--- src/rtl/sha_rot_pkg.sv ---
// Shared types and helpers for the iterative rotate engine and its bench.
package sha_rot_pkg;

    localparam int WORD_W = 32;
    localparam int AMT_W  = 5;

    typedef logic [WORD_W-1:0] word_t;
    typedef logic [AMT_W-1:0]  amt_t;

    typedef enum logic [1:0] {
        IDLE = 2'd0,
        BUSY = 2'd1,
        DONE = 2'd2
    } rot_state_t;

    // Number of BUSY cycles needed to rotate by amt at step bits per cycle.
    function automatic int rot_steps(input int amt, input int step);
        return (amt + step - 1) / step;
    endfunction

endpackage

--- src/rtl/rotl_step.sv ---
// Combinational rotate of one word by 0..STEP bits.
// Optional right-rotate selection via ROTL_ITER_DIR_EN.
module rotl_step
    import sha_rot_pkg::*;
#(
    parameter int STEP = 4
) (
    input  word_t                      data,
    input  logic [$clog2(STEP+1)-1:0]  amt,
`ifdef ROTL_ITER_DIR_EN
    input  logic                       dir,
`endif
    output word_t                      result
);

    // Complementary distance; shifting a 32-bit word by 32 yields zero, so amt=0 is safe.
    logic [5:0] inv;
    assign inv = 6'(WORD_W) - 6'(amt);

`ifdef ROTL_ITER_DIR_EN
    assign result = dir ? ((data >> amt) | (data << inv))
                        : ((data << amt) | (data >> inv));
`else
    assign result = (data << amt) | (data >> inv);
`endif

endmodule

--- src/rtl/rotl_iter.sv ---
// Multi-cycle rotate-left engine: up to STEP bits per BUSY cycle, valid/ready on both sides.
// Define ROTL_ITER_DIR_EN to add in_dir (1 = rotate right).
module rotl_iter
    import sha_rot_pkg::*;
#(
    parameter int STEP = 4
) (
    input  logic  clk,
    input  logic  rst_n,
    input  logic  in_valid,
    output logic  in_ready,
    input  word_t in_data,
    input  amt_t  in_amt,
`ifdef ROTL_ITER_DIR_EN
    input  logic  in_dir,
`endif
    output logic  out_valid,
    input  logic  out_ready,
    output word_t out_data,
    output logic  busy
);

    localparam int   K_W      = $clog2(STEP + 1);
    localparam amt_t STEP_AMT = amt_t'(STEP);

    rot_state_t state, state_next;
    word_t      work, step_out;
    amt_t       remaining, k_full, rem_after;
    logic       accept;

    assign in_ready  = (state == IDLE);
    assign accept    = in_valid && in_ready;
    assign k_full    = (remaining > STEP_AMT) ? STEP_AMT : remaining;
    assign rem_after = remaining - k_full;
    assign out_valid = (state == DONE);
    assign out_data  = work;
    assign busy      = (state != IDLE);

`ifdef ROTL_ITER_DIR_EN
    logic dir_q;

    rotl_step #(.STEP(STEP)) u_step (
        .data   (work),
        .amt    (k_full[K_W-1:0]),
        .dir    (dir_q),
        .result (step_out)
    );
`else
    rotl_step #(.STEP(STEP)) u_step (
        .data   (work),
        .amt    (k_full[K_W-1:0]),
        .result (step_out)
    );
`endif

    // NOTE: next-state is assigned a default first so no path through the case infers a latch.
    always_comb begin
        state_next = state;
        case (state)
            IDLE: if (accept) state_next = (in_amt == '0) ? DONE : BUSY;
            BUSY: if (rem_after == '0) state_next = DONE;
            DONE: if (out_ready) state_next = IDLE;
            default: state_next = IDLE;
        endcase
    end

    // NOTE: sequential state uses non-blocking assignments so every register samples pre-edge values.
    always_ff @(posedge clk or negedge rst_n) begin
        if (!rst_n) state <= IDLE;
        else        state <= state_next;
    end

    // NOTE: the datapath is reset too, because out_data must read zero while in reset.
    always_ff @(posedge clk or negedge rst_n) begin
        if (!rst_n) begin
            work      <= '0;
            remaining <= '0;
`ifdef ROTL_ITER_DIR_EN
            dir_q     <= 1'b0;
`endif
        end else if (accept) begin
            work      <= in_data;
            remaining <= in_amt;
`ifdef ROTL_ITER_DIR_EN
            dir_q     <= in_dir;
`endif
        end else if (state == BUSY) begin
            work      <= step_out;
            remaining <= rem_after;
        end
    end

endmodule

--- config.mk ---
export PLATFORM = sky130hd
export DESIGN_NAME = rotl_iter
export DESIGN_NICKNAME = d
export VERILOG_FILES = /design/src/rtl/sha_rot_pkg.sv /design/src/rtl/rotl_step.sv /design/src/rtl/rotl_iter.sv
export SDC_FILE = /design/constraint.sdc
export NUM_CORES = 1
export LEC_CHECK = 0
export BUFFER_PORTS_ARGS = -buffer_cell sky130_fd_sc_hd__buf_2
export CORE_ASPECT_RATIO = 1.2
export CORE_UTILIZATION = 39
export CTS_BUF_LIST = sky130_fd_sc_hd__clkbuf_2 sky130_fd_sc_hd__clkbuf_4 sky130_fd_sc_hd__clkbuf_8
export DETAILED_ROUTE_END_ITERATION = 10
export SLEW_MARGIN = 30
export SYNTH_ARGS = -nofsm -noshare
export SYNTH_HDL_FRONTEND = slang
export SYNTH_SLANG_ARGS = --single-unit
--- constraint.sdc ---
create_clock -name clk -period 4.5 [get_ports clk]
set_input_delay 0.675 -clock clk [delete_from_list [all_inputs] [get_ports clk]]
set_output_delay 0.675 -clock clk [all_outputs]
set_load 0.03 [all_outputs]
* Word level (Yosys, flattened, before mapping)
Index checks and enable logic that the tools add are counted.
Storage, ports and cells: bits in registers 39, output and inout port bits 35, logic and storage cells 31
Operators by class: add/subtract/negate cells 2, $lt $le $gt $ge 1, equal/unequal tests 5, shift operators 2, muxes and demuxes 10, bitwise logic cells 1, reductions and logical operators 7
Operator list (count):
- 2-to-1 mux 32 bit | 2
- bitwise OR 32 bit | 1
- left shift 32 x 3 -> 32 bit | 1
- >> shifter 32 x 6 -> 32 bit | 1
- 2-to-1 mux 5 bit | 3
- zero test 5 bit | 2
- 2-to-1 mux 2 bit | 4
- case mux 2 bit (3 select lines) | 1
- subtractor 6 x 3 -> 6 bit (first input constant) | 1
- greater-than comparator 5 x 3 -> 1 bit (second input constant) | 1
- subtractor 5 bit | 1
- inequality test 2 x 1 -> 1 bit (second input constant) | 2
- nonzero test 2 bit | 2
- AND reduction 3 bit | 1
- == test 2 x 1 -> 1 bit (second input constant) | 1
- == test 2 bit (second input constant) | 1
- zero test 2 bit | 1
- inequality test 2 bit (second input constant) | 1
- logical AND 1 bit | 1

* Logic depth before layout (Yosys ltp)
Gate-level depths: netlist (run 1).
depth after elaboration 7, mapped depth 13, depth with buffers taken out 10

* Cells and area by module
From an unflattened synthesis (run 1), not the netlist that was laid out.
Unflattened totals: cell total of the unflattened synthesis 468, area total of the unflattened synthesis 3925.0 um^2
Modules (own cells, without submodules):
- rotl_step | times used 1, cells each 266, area each 2068.2 um^2
- rotl_iter | times used 1, cells each 202, area each 1856.8 um^2

* Worst setup path before layout (run 1)
No wires, ideal clock.
path kind register -> register, start point register remaining[4], end point register work[2], in the netlist out_data[2], arrival 3.311 ns, data required time 4.381 ns, path slack 1.071 ns, cell stages (with the launch flop) 13, clock period less this slack 3.429 ns, cell sequence dfrtp_1 buf_2 nor4b_4 inv_2 buf_2 clkbuf_1 ha_1 clkbuf_1 inv_1 clkbuf_1 mux4_2 a221o_1 o21a_1
Between the ends: longest elaborated chain between the ends 7, elaborated cells on any way between the ends 8, classes of those cells add/sub: 1; order compare: 1; shift: 2; mux: 3; bitwise: 1
RTL lines:
- from (decl) | RTL line rotl_iter.sv:28 | amt_t remaining, k_full, rem_after;
- from (signal assigned) | RTL line rotl_iter.sv:83 | remaining <= in_amt;
- from (signal assigned) | RTL line rotl_iter.sv:89 | remaining <= rem_after;
- greater-than comparator 5 x 3 -> 1 bit (*) | RTL line rotl_iter.sv:33 | assign k_full = (remaining > STEP_AMT) ? STEP_AMT : remaining;
- 2-to-1 mux 5 bit (*) | RTL line rotl_iter.sv:33
- subtractor 6 x 3 -> 6 bit | RTL line rotl_step.sv:18 | assign inv = 6'(WORD_W) - 6'(amt);
- >> shifter 32 x 6 -> 32 bit | RTL line rotl_step.sv:24 | assign result = (data << amt) | (data >> inv);
- bitwise OR 32 bit (*) | RTL line rotl_step.sv:24
- 2-to-1 mux 32 bit (*) | RTL line rotl_iter.sv:87 | end else if (state == BUSY) begin
- 2-to-1 mux 32 bit (*) | RTL line rotl_iter.sv:81 | end else if (accept) begin
- to (signal assigned) | RTL line rotl_iter.sv:82 | work <= in_data;
- to (signal assigned) | RTL line rotl_iter.sv:88 | work <= step_out;
- to (decl) | RTL line rotl_iter.sv:27 | word_t work, step_out;
Every way passes the cells marked *; elsewhere a longest branch is shown, timed or not. The select of a mux whose other input is x is not followed. A chain may end at the register's enable or synchronous reset.

* Final worst setup path (run 1)
start point register remaining[2], end point register work[10], in the netlist out_data[10]
Between the ends: longest elaborated chain between the ends 7, elaborated cells on any way between the ends 8, classes of those cells add/sub: 1; order compare: 1; shift: 2; mux: 3; bitwise: 1
RTL lines (RTL line):
- greater-than comparator 5 x 3 -> 1 bit | rotl_iter.sv:33
- 2-to-1 mux 5 bit (*) | rotl_iter.sv:33
- subtractor 6 x 3 -> 6 bit | rotl_step.sv:18
- >> shifter 32 x 6 -> 32 bit | rotl_step.sv:24
- bitwise OR 32 bit (*) | rotl_step.sv:24
- 2-to-1 mux 32 bit (*) | rotl_iter.sv:87
- 2-to-1 mux 32 bit (*) | rotl_iter.sv:81
Marked as above.

==> results.sh, run 1 <==
export IMPL_outcome="finished, final reports clean"
export IMPL_p_per_area_mw_per_mm2=952
export IMPL_start_util_pct=40.7
export IMPL_coreArea_mm2=0.0102
export IMPL_fin_crit_ps=3320
export IMPL_grt_max_degree=47
export IMPL_whs_ps=351
export IMPL_ys_seq_area_share_pct=23.5
export IMPL_synth_async_reset_ratio_pct=100
export IMPL_drtAntennaViolNets=0
export IMPL_pin_count=76
export IMPL_antenna_cells=0
export IMPL_synth_cells=490
export IMPL_synth_top_area_share_pct=23.5
export IMPL_yosysMostFrequentCell="nand2_1"
export IMPL_die_h_um=115
export IMPL_yosysUniqueCellTypes=57
export IMPL_antenna_found_initial=0
export IMPL_grt_util_met3_pct=5.69
export IMPL_grt_setup_unrepaired="no"
export IMPL_synth_edff_count=0
export IMPL_drv_cap=0
export IMPL_grt_pass1_vias=4169
export IMPL_drive_gt1_share_pct=24.9
export IMPL_syn_area_per_cell_um2=8.49
export IMPL_final_nets=573
export IMPL_hold_class="input port to asynchronous set/reset pin"
export IMPL_critPathKind="flop to flop"
export IMPL_pre_cts_ws_ps=1220
export IMPL_arrival_ps=3570
export IMPL_cts_resized=0
export IMPL_via_per_inst=6.72
export IMPL_cts_buffers=5
export IMPL_synth_seq_cells=39
export IMPL_tightestPinTransition_ps=993
export IMPL_met2_usage_pct=48.1
export IMPL_cts_setup_buffers=0
export IMPL_overflow=0
export IMPL_end_kind="flop"
export IMPL_synthTopCellsByArea="dfrtp_1 23%, mux4_2 14%, mux2i_1 11%"
export IMPL_yosysWarnings=0
export IMPL_dp_hpwl_mm=10.8
export IMPL_clk_pin_slew_ps=80
export IMPL_die_w_um=96.3
export IMPL_routedWlPerCell_um=24.0
export IMPL_cts_tree="done"
export IMPL_syn_nets=534
export IMPL_fin_setup_tns_ps=0
export IMPL_io_buffers=75
export IMPL_slew_headroom_pct=33.8
export IMPL_area_growth_synth_to_final_pct=12.4
export IMPL_ctsHoldBuffers=0
export IMPL_cp_max_fo=25
export IMPL_startpoint_type="flop"
export IMPL_grt_busiest_layer="met2"
export IMPL_synthFlopType="dfrtp_1"
export IMPL_dr_pass1_iters=5
export IMPL_clockBufferDepth=2
export IMPL_wl_mm=15.8
export IMPL_drc_errors=0
export IMPL_peakVddDrop_v=0.000511
export IMPL_die_area_mm2=0.0111
export IMPL_fmax_ghz=0.301
export IMPL_grt_usage_pct=29.7
export IMPL_critPathRequiredTime_ps=4750
export IMPL_synth_common_cells="62 x nand2_1, 46 x clkbuf_1, 44 x a21oi_1, 44 x mux2i_1, 39 x dfrtp_1"
export IMPL_clock_sinks=39
export IMPL_p_leak_nw=1.98
export IMPL_cts_root_buf="clkbuf_8"
export IMPL_grt_first_pass_wirelength_mm=24.4
export IMPL_vias=4409
export IMPL_cts_htree_levels=2
export IMPL_slew_violations=0
export IMPL_clk_latency_ps=310
export IMPL_routabilityCongestion=0.949
export IMPL_fin_ws_ps=1180
export IMPL_hold_viol=0
export IMPL_synth_area_leader_cell="dfrtp_1"
export IMPL_use_met1_pct=38.9
export IMPL_drtIter0Drc=391
export IMPL_setup_viol=0
export IMPL_synthesis_area_mm2=0.00416
export IMPL_fin_worst_skew_ps=4.95
export IMPL_fp_row_count=40
export IMPL_min_period_over_period_pct=73.7
## through the flow
step | std cells | util (%) | area (um^2) | power (mW)
floorplan | 490 | - | 4160 | 3.19
finish | 656 | 45.8 | 4680 | 4.45
CTS | 656 | 45.8 | 4670 | 4.40
global route | 656 | 45.8 | 4680 | 4.74
detailed placement | 648 | 44.8 | 4570 | 4.11
global placement | 648 | 44.8 | 4570 | 4.08
## worst paths after layout
| kind | startpoint | to | slack (ps) | cells after the start |
|---|---|---|---|---|
| setup / recovery | remaining[2] | out_data[10] | 1180 | 9 |
| hold / removal | rst_n | out_data[22] | 350 | 1 |
| setup reg to reg | remaining[2] | out_data[10] | 1180 | 9 |
| hold reg to reg | out_data[22] | out_data[22] | 670 | 2 |
| max in group asynchronous | rst_n | out_data[0] | 3780 | 1 |
| min in group clk | in_data[31] | out_data[31] | 560 | 3 |
## layer usage
layer,vias to the layer above,part of all wire (%)
met5,-,0
met3,42,7.7
li1,1967,-
met4,0,3.3
met1,2156,40
met2,244,49
## cells by family after synthesis
logic type	count (synthesis)	synth area share, %
AO/OA/AOI/OAI	169	26.6
XOR/XNOR	1	0.211
adder cells (fa/ha/maj)	3	0.902
buffers and inverters	66	6.44
flip-flops	39	23.5
multiplexers	76	27.0
other	1	0.0901
AND/OR/NAND/NOR	135	15.2
## sequential cells by signal, indices dropped and copies added (netlist names)
name       flops
state          2
remaining      5
out_data      32
## cells in the final DEF (no fill, tap or decap), types with 3 or more instances in the layout
cell type / instances
mux4_2: 26
a22oi_1: 7
nand3_1: 10
nor2b_1: 7
nand2_1: 62
nand3b_1: 3
a31oi_1: 11
clkbuf_8: 7
a211oi_1: 7
o21a_1: 4
o32ai_1: 3
a2bb2oi_1: 4
or3_1: 6
ha_1: 3
o22ai_1: 15
a21oi_1: 44
inv_1: 6
mux2_2: 4
mux2i_1: 44
a221oi_1: 7
o21ai_0: 32
a221o_1: 6
buf_2: 74
dfrtp_1: 39
nor2_1: 25
nand2b_1: 4
or4_1: 3
a32oi_1: 8
nor3_1: 7
buf_4: 15
o22a_1: 6
## power breakdown
part           switching, mW  internal [mW]
sequential             0.523          0.541
clock                  0.143          0.146
combinational           1.82           1.28
## final cells by class
cell class | instances | area [um^2]
flip-flops and latches | 39 | 976
well taps | 126 | 158
multi-input cells | 385 | 2920
inverters | 9 | 33.8
fillers | 1057 | 5530
clock buffers | 8 | 104
repair buffers | 89 | 483
## critical path, stage by stage (launching register included)
cell	delay (ps)
dfrtp_1	530
or3_1	400
inv_2	70
nand2_1	100
ha_1	310
buf_4	220
inv_1	600
mux2_2	410
a2111oi_0	460
a211o_1	160
Note: power is estimated with default switching activity, not from simulation.
==> run 2: changes to the inputs <==
Clock period 4.5 ns to 3.1 ns, I/O delays scaled along.
==> results.sh, run 2 (synthesized netlist as in run 1, its figures left out) <==
export IMPL_tightestPinTransition_ps=794
export IMPL_die_w_um=96.3
export IMPL_clock_sinks=39
export IMPL_routabilityCongestion=0.991
export IMPL_wl_met1_mm=6.44
export IMPL_critPathLaunch="remaining[4]"
export IMPL_r2r_slack_ps=170
export IMPL_cts_htree_levels=2
export IMPL_seq_power_share_pct=21.6
export IMPL_hold_viol=0
export IMPL_grt_setup_unrepaired="no"
export IMPL_p_int_mw=3.00
export IMPL_final_common_cell="buf_2"
export IMPL_cts_buffers=5
export IMPL_hold_class="input port to asynchronous set/reset pin"
export IMPL_drtIter0Drc=401
export IMPL_fp_row_count=40
export IMPL_clk_latency_ps=320
export IMPL_overflow=0
export IMPL_dr_pass1_iters=5
export IMPL_clkPwrFrac_pct=7.3
export IMPL_slew_headroom_pct=46.5
export IMPL_slew_violations=0
export IMPL_pwr_share_comb_pct=71.1
export IMPL_grt_pass1_vias=4288
export IMPL_arrival_ps=3150
export IMPL_grt_first_pass_wirelength_mm=25.3
export IMPL_antenna_found_initial=0
export IMPL_grt_usage_pct=30.6
export IMPL_dp_hpwl_mm=11.3
export IMPL_fin_crit_ps=2930
export IMPL_dr_wl_met2_mm=7.88
export IMPL_die_area_mm2=0.0111
export IMPL_pre_cts_ws_ps=204
export IMPL_drv_cap=0
export IMPL_fin_setup_tns_ps=0
export IMPL_swShare_pct=54.9
export IMPL_vias=4456
export IMPL_coreArea_mm2=0.0102
export IMPL_pin_count=76
export IMPL_outcome="finished, final reports clean"
export IMPL_ff_latch_area_um2=976
export IMPL_clk_pin_slew_ps=90
export IMPL_p_leak_nw=2.06
export IMPL_routedWlPerCell_um=24.0
export IMPL_multiInputGateArea_mm2=0.00292
export IMPL_p_per_area_mw_per_mm2=1390
export IMPL_rr_startpoint="remaining[4]"
export IMPL_wl_mm=16.1
export IMPL_startpoint_type="flop"
export IMPL_min_period_over_period_pct=94.5
export IMPL_drive_gt1_share_pct=27.0
export IMPL_clockBufferDepth=2
export IMPL_fin_ws_ps=170
export IMPL_highest_layer="met4"
export IMPL_io_buffers=75
export IMPL_largest_reg_flops=32
export IMPL_final_cell_mix="74 x buf_2, 62 x nand2_1, 44 x a21oi_1, 44 x mux2i_1, 39 x dfrtp_1"
export IMPL_start_util_pct=40.7
export IMPL_area_growth_synth_to_final_pct=15.3
export IMPL_met3_length_mm=1.14
export IMPL_end_kind="flop"
export IMPL_critPathRequiredTime_ps=3320
export IMPL_via_per_inst=6.65
export IMPL_cts_root_buf="clkbuf_8"
export IMPL_peakVddDrop_v=0.000632
export IMPL_drc_errors=0
export IMPL_nFillCells=1030
export IMPL_grt_max_degree=46
export IMPL_cts_tree="done"
export IMPL_fin_worst_skew_ps=8.87
export IMPL_fmax_ghz=0.341
export IMPL_cts_setup_buffers=0
export IMPL_total_power_mw=6.65
export IMPL_cp_max_fo=10
export IMPL_drtAntennaViolNets=0
export IMPL_switching_power_mw=3.65
export IMPL_antenna_cells=0
export IMPL_setup_viol=0
export IMPL_final_nets=587
export IMPL_critPathKind="flop to flop"
export IMPL_die_h_um=115
## run 2: changes by cell type in the layout (fill, tap and decap cells not counted)
| cell | change |
|---|---|
| and2_1 | -1 |
| clkinv_2 | +1 |
| and2_2 | +1 |
| a2111oi_1 | +1 |
| bufinv_16 | +1 |
| clkbuf_4 | -1 |
| a2111oi_0 | -1 |
| clkbuf_8 | -1 |
| buf_4 | +14 |
## run 2: final cells by class
class                      instances  area share [%]
tap                              126            3.29
inverter                           9           0.704
sequential                        39            20.3
timing repair buffer             103            12.3
clock inverter                     2           0.730
multi-input combinational        385            61.0
clock buffer                       6            1.72
## run 2: timing repair
item | in CTS | in global routing
gates resized for setup | 0 | 2
endpoints found under the setup margin | 0 | 2
hold buffers | 0 | 0
## run 2: final timing paths
check	to	cells past startpoint
setup / recovery	out_data[2]	9
hold / removal	out_data[26]	1
setup reg to reg	out_data[2]	9
hold reg to reg	state[1]	1
max in group asynchronous	remaining[3]	1
min in group clk	out_data[31]	3
## run 2: critical path, cell delays in order, from the launching register on
cell and delay [ps]:
dfrtp_1 380, or3_1 400, inv_2 70, nand2_1 140
ha_1 250, ha_1 470, mux4_2 620, a32oi_1 220
a21oi_1 90, o21a_1 180
## run 2: per-stage QoR
| step | utilization, % | area, um^2 | hold slack (ps) | instances |
|---|---|---|---|---|
| 2_1_floorplan | - | 4170 | 169 | 490 |
| 3_3_place_gp | 45.8 | 4670 | 555 | 662 |
| 3_5_place_dp | 45.8 | 4680 | 498 | 662 |
| 4_1_cts | 47.0 | 4790 | 158 | 670 |
| 5_1_grt | 47.0 | 4800 | 178 | 670 |
| 6_report | 47.0 | 4800 | 134 | 670 |
## run 2: layer usage
layer / vias up / global-route usage (%)
li1: 1985 / -
met1: 2219 / 40.3
met5: - / 0
met2: 215 / 49.2
met4: 0 / 12.9
met3: 37 / 5.36
## run 2: power by group through the flow
stage	Combinational (mW)	Sequential, mW	Clock (mW)
finish	4.73	1.44	0.487
global route	5.13	1.48	0.509
CTS	4.69	1.42	0.490
detailed placement	4.68	1.43	0
global placement	4.66	1.41	0
floorplan	3.15	1.49	0
